File: src/rtl/apb_pkg.sv
// Shared types, defaults and the address-legality helper for the APB3 memory completer.
package apb_pkg;

   typedef enum logic [1:0] {
      IDLE   = 2'd0,
      SETUP  = 2'd1,
      ACCESS = 2'd2
   } apb_state_e;

   localparam int unsigned ADDR_W_DEF = 8;
   localparam int unsigned DATA_W_DEF = 32;
   localparam int unsigned WAIT_W     = 4;
   localparam logic [1:0]  ALIGN_MASK = 2'b11;

   // A byte address is legal when it is word aligned and inside the array.
   function automatic logic addr_ok(input logic [31:0] addr, input int unsigned depth);
      return ((addr & 32'(ALIGN_MASK)) == 32'd0) && (addr < depth * 4);
   endfunction

endpackage

File: src/rtl/apb_wait_ctr.sv
// Loadable down-counter that paces the PREADY-low wait states of an access.
module apb_wait_ctr #(
   parameter int unsigned W = 4
) (
   input  logic         clk,
   input  logic         rst_n,
   input  logic         load,
   input  logic [W-1:0] load_val,
   input  logic         dec,
   output logic         zero_c,
   output logic         last_c
);

   logic [W-1:0] count_q;

   always_ff @(posedge clk or negedge rst_n) begin
      if (!rst_n) begin
         count_q <= '0;
      end else if (load) begin
         count_q <= load_val;
      end else if (dec && (count_q != '0)) begin
         count_q <= count_q - W'(1);
      end
   end

   assign zero_c = (count_q == '0);
   assign last_c = (count_q == W'(1));

endmodule

File: src/rtl/apb_slave_mem.sv
// APB3 completer backed by a cleared-on-reset register file, with wait states and PSLVERR.
// Define APB_VIOLATION_CHECK_EN to build the sticky requester protocol-violation checker (viol_o).
module apb_slave_mem
   import apb_pkg::*;
#(
   parameter int unsigned ADDR_W      = ADDR_W_DEF,
   parameter int unsigned DATA_W      = DATA_W_DEF,
   parameter int unsigned DEPTH       = 64,
   parameter int unsigned WAIT_CYCLES = 1
) (
   input  logic              PCLK,
   input  logic              PRESETn,
   input  logic              PSEL,
   input  logic              PENABLE,
   input  logic              PWRITE,
   input  logic [ADDR_W-1:0] PADDR,
   input  logic [DATA_W-1:0] PWDATA,
   output logic [DATA_W-1:0] PRDATA,
   output logic              PREADY,
   output logic              PSLVERR,
   output logic              viol_o
);

   localparam int unsigned IDX_W = $clog2(DEPTH);

   apb_state_e        state_q, state_d, phase_c;
   logic [ADDR_W-1:0] addr_q;
   logic              write_q;
   logic [DATA_W-1:0] wdata_q;
   logic [DATA_W-1:0] mem [DEPTH];

   logic              ctr_zero_c, ctr_last_c;
   logic              setup_c, capture_c, wait_c, finish_c, complete_c;
   logic [ADDR_W-1:0] xfer_addr_c;
   logic              xfer_write_c;
   logic [IDX_W-1:0]  xfer_idx_c;
   logic              bad_c, err_c;

   // SETUP is the requester's setup cycle itself, decoded from the bus while the register
   // sits in IDLE, so the capture lands at its end and a 0-wait transfer takes two cycles.
   assign setup_c    = PSEL && !PENABLE;
   assign phase_c    = (state_q == IDLE && setup_c) ? SETUP : state_q;
   assign capture_c  = (phase_c == SETUP);
   assign wait_c     = (state_q == ACCESS) && !ctr_zero_c;
   assign complete_c = (state_q == ACCESS) && ctr_zero_c;
   assign finish_c   = (capture_c && (WAIT_CYCLES == 0)) || (wait_c && ctr_last_c && PSEL);

   // With no wait states the response is computed straight from the bus during capture.
   assign xfer_addr_c  = (state_q == ACCESS) ? addr_q : PADDR;
   assign xfer_write_c = (state_q == ACCESS) ? write_q : PWRITE;
   assign xfer_idx_c   = IDX_W'(xfer_addr_c[ADDR_W-1:2]);
   assign bad_c        = !addr_ok(32'(xfer_addr_c), DEPTH);

   always_ff @(posedge PCLK or negedge PRESETn) begin
      if (!PRESETn) begin
         state_q <= IDLE;
      end else begin
         state_q <= state_d;
      end
   end

   always_comb begin
      state_d = state_q;
      case (phase_c)
         IDLE:    state_d = IDLE;
         SETUP:   state_d = ACCESS;
         ACCESS:  if (ctr_zero_c || !PSEL) state_d = IDLE;
         default: state_d = IDLE;
      endcase
   end

   apb_wait_ctr #(.W(WAIT_W)) u_wait_ctr (
      .clk      (PCLK),
      .rst_n    (PRESETn),
      .load     (capture_c),
      .load_val (WAIT_W'(WAIT_CYCLES)),
      .dec      (wait_c),
      .zero_c   (ctr_zero_c),
      .last_c   (ctr_last_c)
   );

   always_ff @(posedge PCLK or negedge PRESETn) begin
      if (!PRESETn) begin
         addr_q  <= '0;
         write_q <= 1'b0;
         wdata_q <= '0;
         PREADY  <= 1'b0;
         PSLVERR <= 1'b0;
         PRDATA  <= '0;
      end else begin
         if (capture_c) begin
            addr_q  <= PADDR;
            write_q <= PWRITE;
            wdata_q <= PWDATA;
         end
         PREADY  <= finish_c;
         PSLVERR <= finish_c && err_c;
         if (finish_c) begin
            if (err_c) begin
               PRDATA <= '0;
            end else if (!xfer_write_c) begin
               PRDATA <= mem[xfer_idx_c];
            end
         end
      end
   end

   // Writes commit at the end of the PREADY cycle, only when no error was signalled.
   always_ff @(posedge PCLK or negedge PRESETn) begin
      if (!PRESETn) begin
         for (int unsigned i = 0; i < DEPTH; i++) begin
            mem[i] <= '0;
         end
      end else if (complete_c && write_q && !PSLVERR) begin
         mem[IDX_W'(addr_q[ADDR_W-1:2])] <= wdata_q;
      end
   end

`ifdef APB_VIOLATION_CHECK_EN
   logic viol_now_c;
   logic viol_xfer_q;

   assign viol_now_c = (wait_c && PSEL && ((PADDR != addr_q) || (PWRITE != write_q) ||
                                           (PWDATA != wdata_q) || !PENABLE))
                     || ((state_q == IDLE) && PSEL && PENABLE);
   assign err_c      = bad_c || ((state_q == ACCESS) && (viol_xfer_q || viol_now_c));

   // viol_o is sticky until reset; viol_xfer_q only poisons the transfer in flight.
   always_ff @(posedge PCLK or negedge PRESETn) begin
      if (!PRESETn) begin
         viol_o      <= 1'b0;
         viol_xfer_q <= 1'b0;
      end else begin
         viol_o      <= viol_o || viol_now_c;
         viol_xfer_q <= capture_c ? 1'b0 : (viol_xfer_q || (wait_c && viol_now_c));
      end
   end
`else
   assign err_c  = bad_c;
   assign viol_o = 1'b0;
`endif

endmodule
File: config.mk
export PLATFORM = sky130hd
export DESIGN_NAME = apb_slave_mem
export DESIGN_NICKNAME = d
export VERILOG_FILES = /design/src/rtl/apb_pkg.sv /design/src/rtl/apb_wait_ctr.sv /design/src/rtl/apb_slave_mem.sv
export SDC_FILE = /design/constraint.sdc
export NUM_CORES = 2
export LEC_CHECK = 0
export ABC_AREA = 1
export CORE_ASPECT_RATIO = 1.2
export CORE_MARGIN = 1.5
export CORE_UTILIZATION = 35
export CTS_CLUSTER_DIAMETER = 120
export DETAILED_ROUTE_END_ITERATION = 16
export GPL_ROUTABILITY_DRIVEN = 0
export GPL_TIMING_DRIVEN = 0
export PLACE_DENSITY = 0.5
export SLEW_MARGIN = 40
export SYNTH_ARGS = -nofsm -noshare
export SYNTH_HDL_FRONTEND = slang
export SYNTH_SLANG_ARGS = --single-unit
File: constraint.sdc
create_clock -name PCLK -period 4.35 [get_ports PCLK]
set_clock_uncertainty 0.05 [all_clocks]
set_input_delay 0.87 -clock PCLK [delete_from_list [all_inputs] [get_ports PCLK]]
set_output_delay 0.87 -clock PCLK [all_outputs]
set_load 0.01 [all_outputs]
After elaboration in Yosys (flattened, before gate mapping)
Index checks and enable logic that the tools add are counted.
Widths: inputs -> output; s select.

word-level totals
  bits in registers = 2,129
  input port bits = 45

cells by class
  order comparisons = 3
  multiplexer cells = 15
  add/subtract/negate cells = 1
  eq/ne operators = 6
  bitwise operators = 2
  reductions and logical operators = 23

operators with widths
  cell                 count
  $bwmux 2048          1
  $bmux 32 s6          1
  $demux 32 s6         1
  $mux 32              5
  $logic_not 32->1     1
  $ge 7x7->1 const B   2
  $not 6->7            2
  $logic_and 1x1->1    11
  $mux 4               2
  $mux 8               1
  $lt 7x1->1 const B   1
  $logic_not 1->1      5
  $eq 2x2->1 const B   2
  $eq 4x1->1 const B   1
  $logic_not 4->1      1
  $mux 2               2
  $ne 2x2->1 const B   2
  $pmux 2 s2           1
  $reduce_bool 4->1    1
  $sub 4x1->4 const B  1
  $eq 2x1->1 const B   1
  $logic_not 2->1      1
  $reduce_and 2->1     1
  $reduce_bool 2->1    1
  2 further kinds      2

Longest topological paths before layout
  depth after elaboration = 8
  mapped depth = 15

By module
A second synthesis with hierarchy kept.

second synthesis, totals
  cell total of the unflattened synthesis = 11,796
  area total of the unflattened synthesis = 95,017.4 sq um

modules (own cells, without submodules)
  module         area each (sq um)  seq. area each (sq um)  times used  cells each
  apb_slave_mem  94,727.1           53,151.0                1           11,753
  apb_wait_ctr   290.3              100.1                   1           43

Worst setup path before layout
No wires, ideal clock.

  path type = input to register
  start = in PADDR[2]
  end = reg PRDATA[0]
  library setup time = 0.066 ns
  setup slack = 1.781 ns
  data arrival time = 2.454 ns
  path buffers = 3
  stages = 14
  path through = inv_1 -> nand2_1 -> nand2_1 -> clkbuf_1 -> clkbuf_1 -> clkbuf_1 -> nand2_1 -> nand3_1 -> nand3_1 -> nand3_1 -> nand3_1 -> nand3_1 -> nand3_1 -> nand2_1

between the ends
  longest elaborated chain between the ends = 7

RTL lines
  element                                      line                  RTL
  from (decl)                                  apb_slave_mem.sv:16   input logic [ADDR_W-1:0] PADDR,
  $mux 8                                       apb_slave_mem.sv:49   assign xfer_addr_c = (state_q == ACCESS) ? addr_q : PADDR;
  $not 6->7 (implied by the code)              apb_slave_mem.sv:102  PRDATA <= mem[xfer_idx_c];
  $bmux 32 s6                                  apb_slave_mem.sv:102
  $mux 32 (implied by the code) (2 in series)  apb_slave_mem.sv:102
  $mux 32                                      apb_slave_mem.sv:101  end else if (!xfer_write_c) begin
  $mux 32                                      apb_slave_mem.sv:99   if (err_c) begin
  to (signal assigned)                         apb_slave_mem.sv:102
  to (decl)                                    apb_slave_mem.sv:18   output logic [DATA_W-1:0] PRDATA,

Every way passes these cells. The select of a mux whose other input is x is not followed.
A chain may end at the register's enable or synchronous reset.

Worst setup path in the final report
  start = reg state_q[1]
  end = reg PRDATA[25]

between the ends
  longest elaborated chain between the ends = 8
  elaborated cells between the ends (all ways) = 15
  those cells by class = 2 x eq/ne; 7 x mux; 1 x bitwise; 5 x reduce/logical

RTL lines
  element                                      line                                                           RTL
  from (decl)                                  apb_slave_mem.sv:26                                            apb_state_e state_q, state_d, phase_c;
  from (signal assigned)                       apb_slave_mem.sv:58                                            state_q <= state_d;
  $eq 2x2->1 *                                 apb_slave_mem.sv:44, apb_slave_mem.sv:49, apb_slave_mem.sv:50
  $mux 8                                       apb_slave_mem.sv:49
  $not 6->7 (implied by the code)              apb_slave_mem.sv:102
  $bmux 32 s6                                  apb_slave_mem.sv:102
  $mux 32 (implied by the code) (2 in series)  apb_slave_mem.sv:102
  $mux 32                                      apb_slave_mem.sv:101
  $mux 32                                      apb_slave_mem.sv:99

Mark *: on every way between the ends. The rest lies on a longest branch, timed or not. The select of a mux whose other input is x is not followed.

==> results_dict.tcl <==
set metrics [dict create \
    relative_max_transition_margin 0.3186 \
    count_of_flip_flops_with_a_built_in_enable_after_synthesis 0 \
    grt.total_usage 0.3844 \
    synth_sequential_area_ratio 0.5605 \
    die_y_um 573.7 \
    drt_drc_violations_left 0 \
    dpl_cell_area_mm2 0.1030 \
    required_ns 5.17 \
    synth_ff_type "dfrtp_1" \
    grt_max_degree 111 \
    power.leakage_nw 48.04 \
    clk_pin_slew_ns 0.06 \
    run_status "finished, violations left" \
    clock_latency_ns 0.97 \
    tightestPinTransition_ns 1.022 \
    synth.distinct_cells 26 \
    ys.warnings.count 0 \
    violations "setup timing" \
    grt_remaining_overflow 0 \
    die-area_mm2 0.2746 \
    post_synth_inst_count 11760 \
    internal_power_of_the_cells_mw 36.88 \
    min-delay-path-class "in2reg" \
    vdd.ir_drop.worst_mv 0.4355 \
    worst-path-max-fanout 10 \
    period_minus_slack_ns 4.499 \
    post_route_cells_drive_above_1_share 0.07921 \
    endpoint_kind "register" \
    startpoint_type "register" \
    switching_power_as_a_share_of_total_power 0.3977 \
    share_of_async_settable_or_async_resettable_flops_after_synthesis 1.000 \
    detailedRoute.firstPassIterationCount 9 \
    yosysTopAreaCellShare 0.5605 \
    dp_hpwl_mm 382.1 \
    fp-row-count 209 \
    die_width_um 478.6 \
    core_box_area_mm2 0.2701 \
    fin_tns_setup_ns -0.8944 \
    final_slew_viol_count 0 \
    most_numerous_cell_in_the_yosys_netlist "nand2_1" \
    max_cap_viol_count 0 \
    fillers 27570 \
    clock-root-buffer "clkbuf_16" \
    finalSetupViolCount 15 \
    post_synth.cell_area_avg_um2 8.076 \
    yosysTopAreaCell "dfrtp_1" \
    dr.first_iter.drc_count 14990 \
    ant_nets 0 \
    place_ws_ns -1.253 \
    grt_pass1_vias 92260 \
    antenna_violations_before_repair 46 \
    worstPathArrival_ns 5.32 \
    floorplan.initialDensity 0.3517 \
    tritoncts "built" \
    hold_violations 0 \
    htreeDepth 4 \
    p_switching_mw 24.36 \
    area_delta_synth_final_pct 16.98 \
    mappedNetlistArea_mm2 0.09500 \
    postRouteWirelength_mm 540.4 \
    num_io_pins 80 \
    period_share 1.034 \
    routed_wire_length_per_instance_um 33.83 \
    total_vias_in_the_final_route 97090 \
    synth_commonest_cells "nand2_1 (4059), nand3_1 (2243), dfrtp_1 (2128)" \
    max_freq_mhz 222.3 \
    multi_input_area_mm2 0.03758 \
    via_per_inst 6.079 \
    total_power_mw 61.24 \
    power_density_over_cell_area_mw_per_mm2 551.1 \
    synthesis.nets 11810 \
    power.share.combinational 0.306 \
    finish.net_count 12230 \
    port_buffers 78 \
    ff_latch_area_mm2 0.05325 \
    fin_ws_ns -0.1492 \
    power_share_of_the_sequential_group 0.351 \
    clock_sink_count 2128 \
    power_frac_clock 0.343 \
    synthTopCellsByArea "dfrtp_1 (56%), nand2_1 (16%), nand3_1 (12%)" \
    stdcell_area_mm2 0.1111 \
    tritoncts.num_buffers 237 \
    cts_buffer_depth 4 \
    first_pass_grt_wire_length_mm 739.8 \
    ys_seq_elements 2128 \
    worst-setup-path-type "reg2reg" \
]
==> kinds of logic (layout without fill, tap and decap cells) <==
group / count (synthesis) / count (layout) / synth area share
other: 1 / 26 / 0.00003947
buffers and inverters: 1173 / 1770 / 0.04640
adder cells (fa/ha/maj): 2 / 2 / 0.0002634
AND/OR/NAND/NOR: 6358 / 6358 / 0.2820
flip-flops: 2128 / 2128 / 0.5605
AO/OA/AOI/OAI: 2101 / 2101 / 0.1107
==> sequential cells by signal (all words and copies together) (netlist names) <==
name	cells
addr_q	8
PREADY	1
write_q	1
PRDATA	32
state_q	1
u_wait_ctr.count_q	4
mem	2048
PSLVERR	1
wdata_q	32
==> layout make-up <==
cell class,instances,area share
Multi-Input combinational cell,8462,0.3382
Tap cell,3587,0.04038
Antenna cell,25,0.0005629
Timing Repair Buffer,177,0.02603
Buffer,1098,0.04255
Clock inverter,64,0.007442
Inverter,75,0.002567
Sequential cell,2128,0.4792
Clock buffer,356,0.06315
==> critical path, stage by stage (launching register included) <==
cell and delay, ns:
dfrtp_1 0.36, clkbuf_4 0.26, clkinvlp_4 0.30, nand2_1 0.27, nand2_1 0.18, clkbuf_1 0.33
buf_4 0.59, clkbuf_1 0.75, nand2_1 0.11, nand3_1 0.11, nand3_1 0.13, nand3_1 0.15
nand3_1 0.09, nand3_1 0.35, nand3_1 0.23, nand2_1 0.10
==> power by group through the flow <==
| stage | Clock, mW | Sequential, mW | Combinational [mW] |
|---|---|---|---|
| floorplan | 0 | 21.7 | 7.25 |
| global placement | 0 | 22.0 | 16.4 |
| detailed placement | 0 | 21.8 | 17.5 |
| CTS | 20.9 | 21.5 | 17.6 |
| global route | 21.7 | 21.6 | 18.8 |
| finish | 21.0 | 21.5 | 18.7 |
==> routing by layer <==
| layer | wire [µm] | share of wire | global-route usage |
|---|---|---|---|
| met4 | 58910 | 0.11 | 0.3389 |
| met3 | 65850 | 0.12 | 0.1267 |
| met5 | 278 | 0.00051 | 0.005709 |
| met1 | 186900 | 0.35 | 0.4463 |
| met2 | 228500 | 0.42 | 0.5663 |
==> final timing paths <==
check                                start     endpoint  slack, ns  depth (start not counted)
worst max-delay path            state_q[1]   PRDATA[25]      -0.15                         15
max in group asynchronous          PRESETn     mem[360]       0.66                          8
worst max register to register  state_q[1]   PRDATA[25]      -0.15                         15
min in group asynchronous          PRESETn    mem[1177]       0.42                          2
worst min register to register  PRDATA[11]   PRDATA[11]       0.43                          2
worst min-delay path            PWDATA[26]  wdata_q[26]       0.41                          3
==> stage by stage <==
step | util | std cells | hold slack [ns]
2_1_floorplan | - | 11760 | 0.3854
4_1_cts | 0.4105 | 15940 | 0.3368
5_1_grt | 0.4112 | 15950 | 0.3799
3_5_place_dp | 0.3812 | 15520 | 0.4162
6_report | 0.4114 | 15970 | 0.4119
3_3_place_gp | 0.3712 | 15430 | 0.3986
==> cells in the final DEF (no fill, tap or decap), types with 69 or more instances in the layout <==
cell type | netlist | routed
o21ai_0 | 1979 | 1979
nand3_1 | 2243 | 2235
o21ai_1 | 118 | 115
clkbuf_2 | 0 | 371
dfrtp_1 | 2128 | 2128
clkbuf_1 | 1028 | 698
clkbuf_16 | 0 | 237
nand2_1 | 4059 | 4017
clkdlybuf4s50_1 | 0 | 75
inv_1 | 70 | 69
==> timing repair <==
action	4_1_cts	5_1_grt
endpoints found under the setup margin	32	30
hold buffers	1	0
hold endpoints to repair	47	0
setup buffers	0	2
resized for setup	37	48
cloned	0	0
Power figures use the tool's default switching activity.
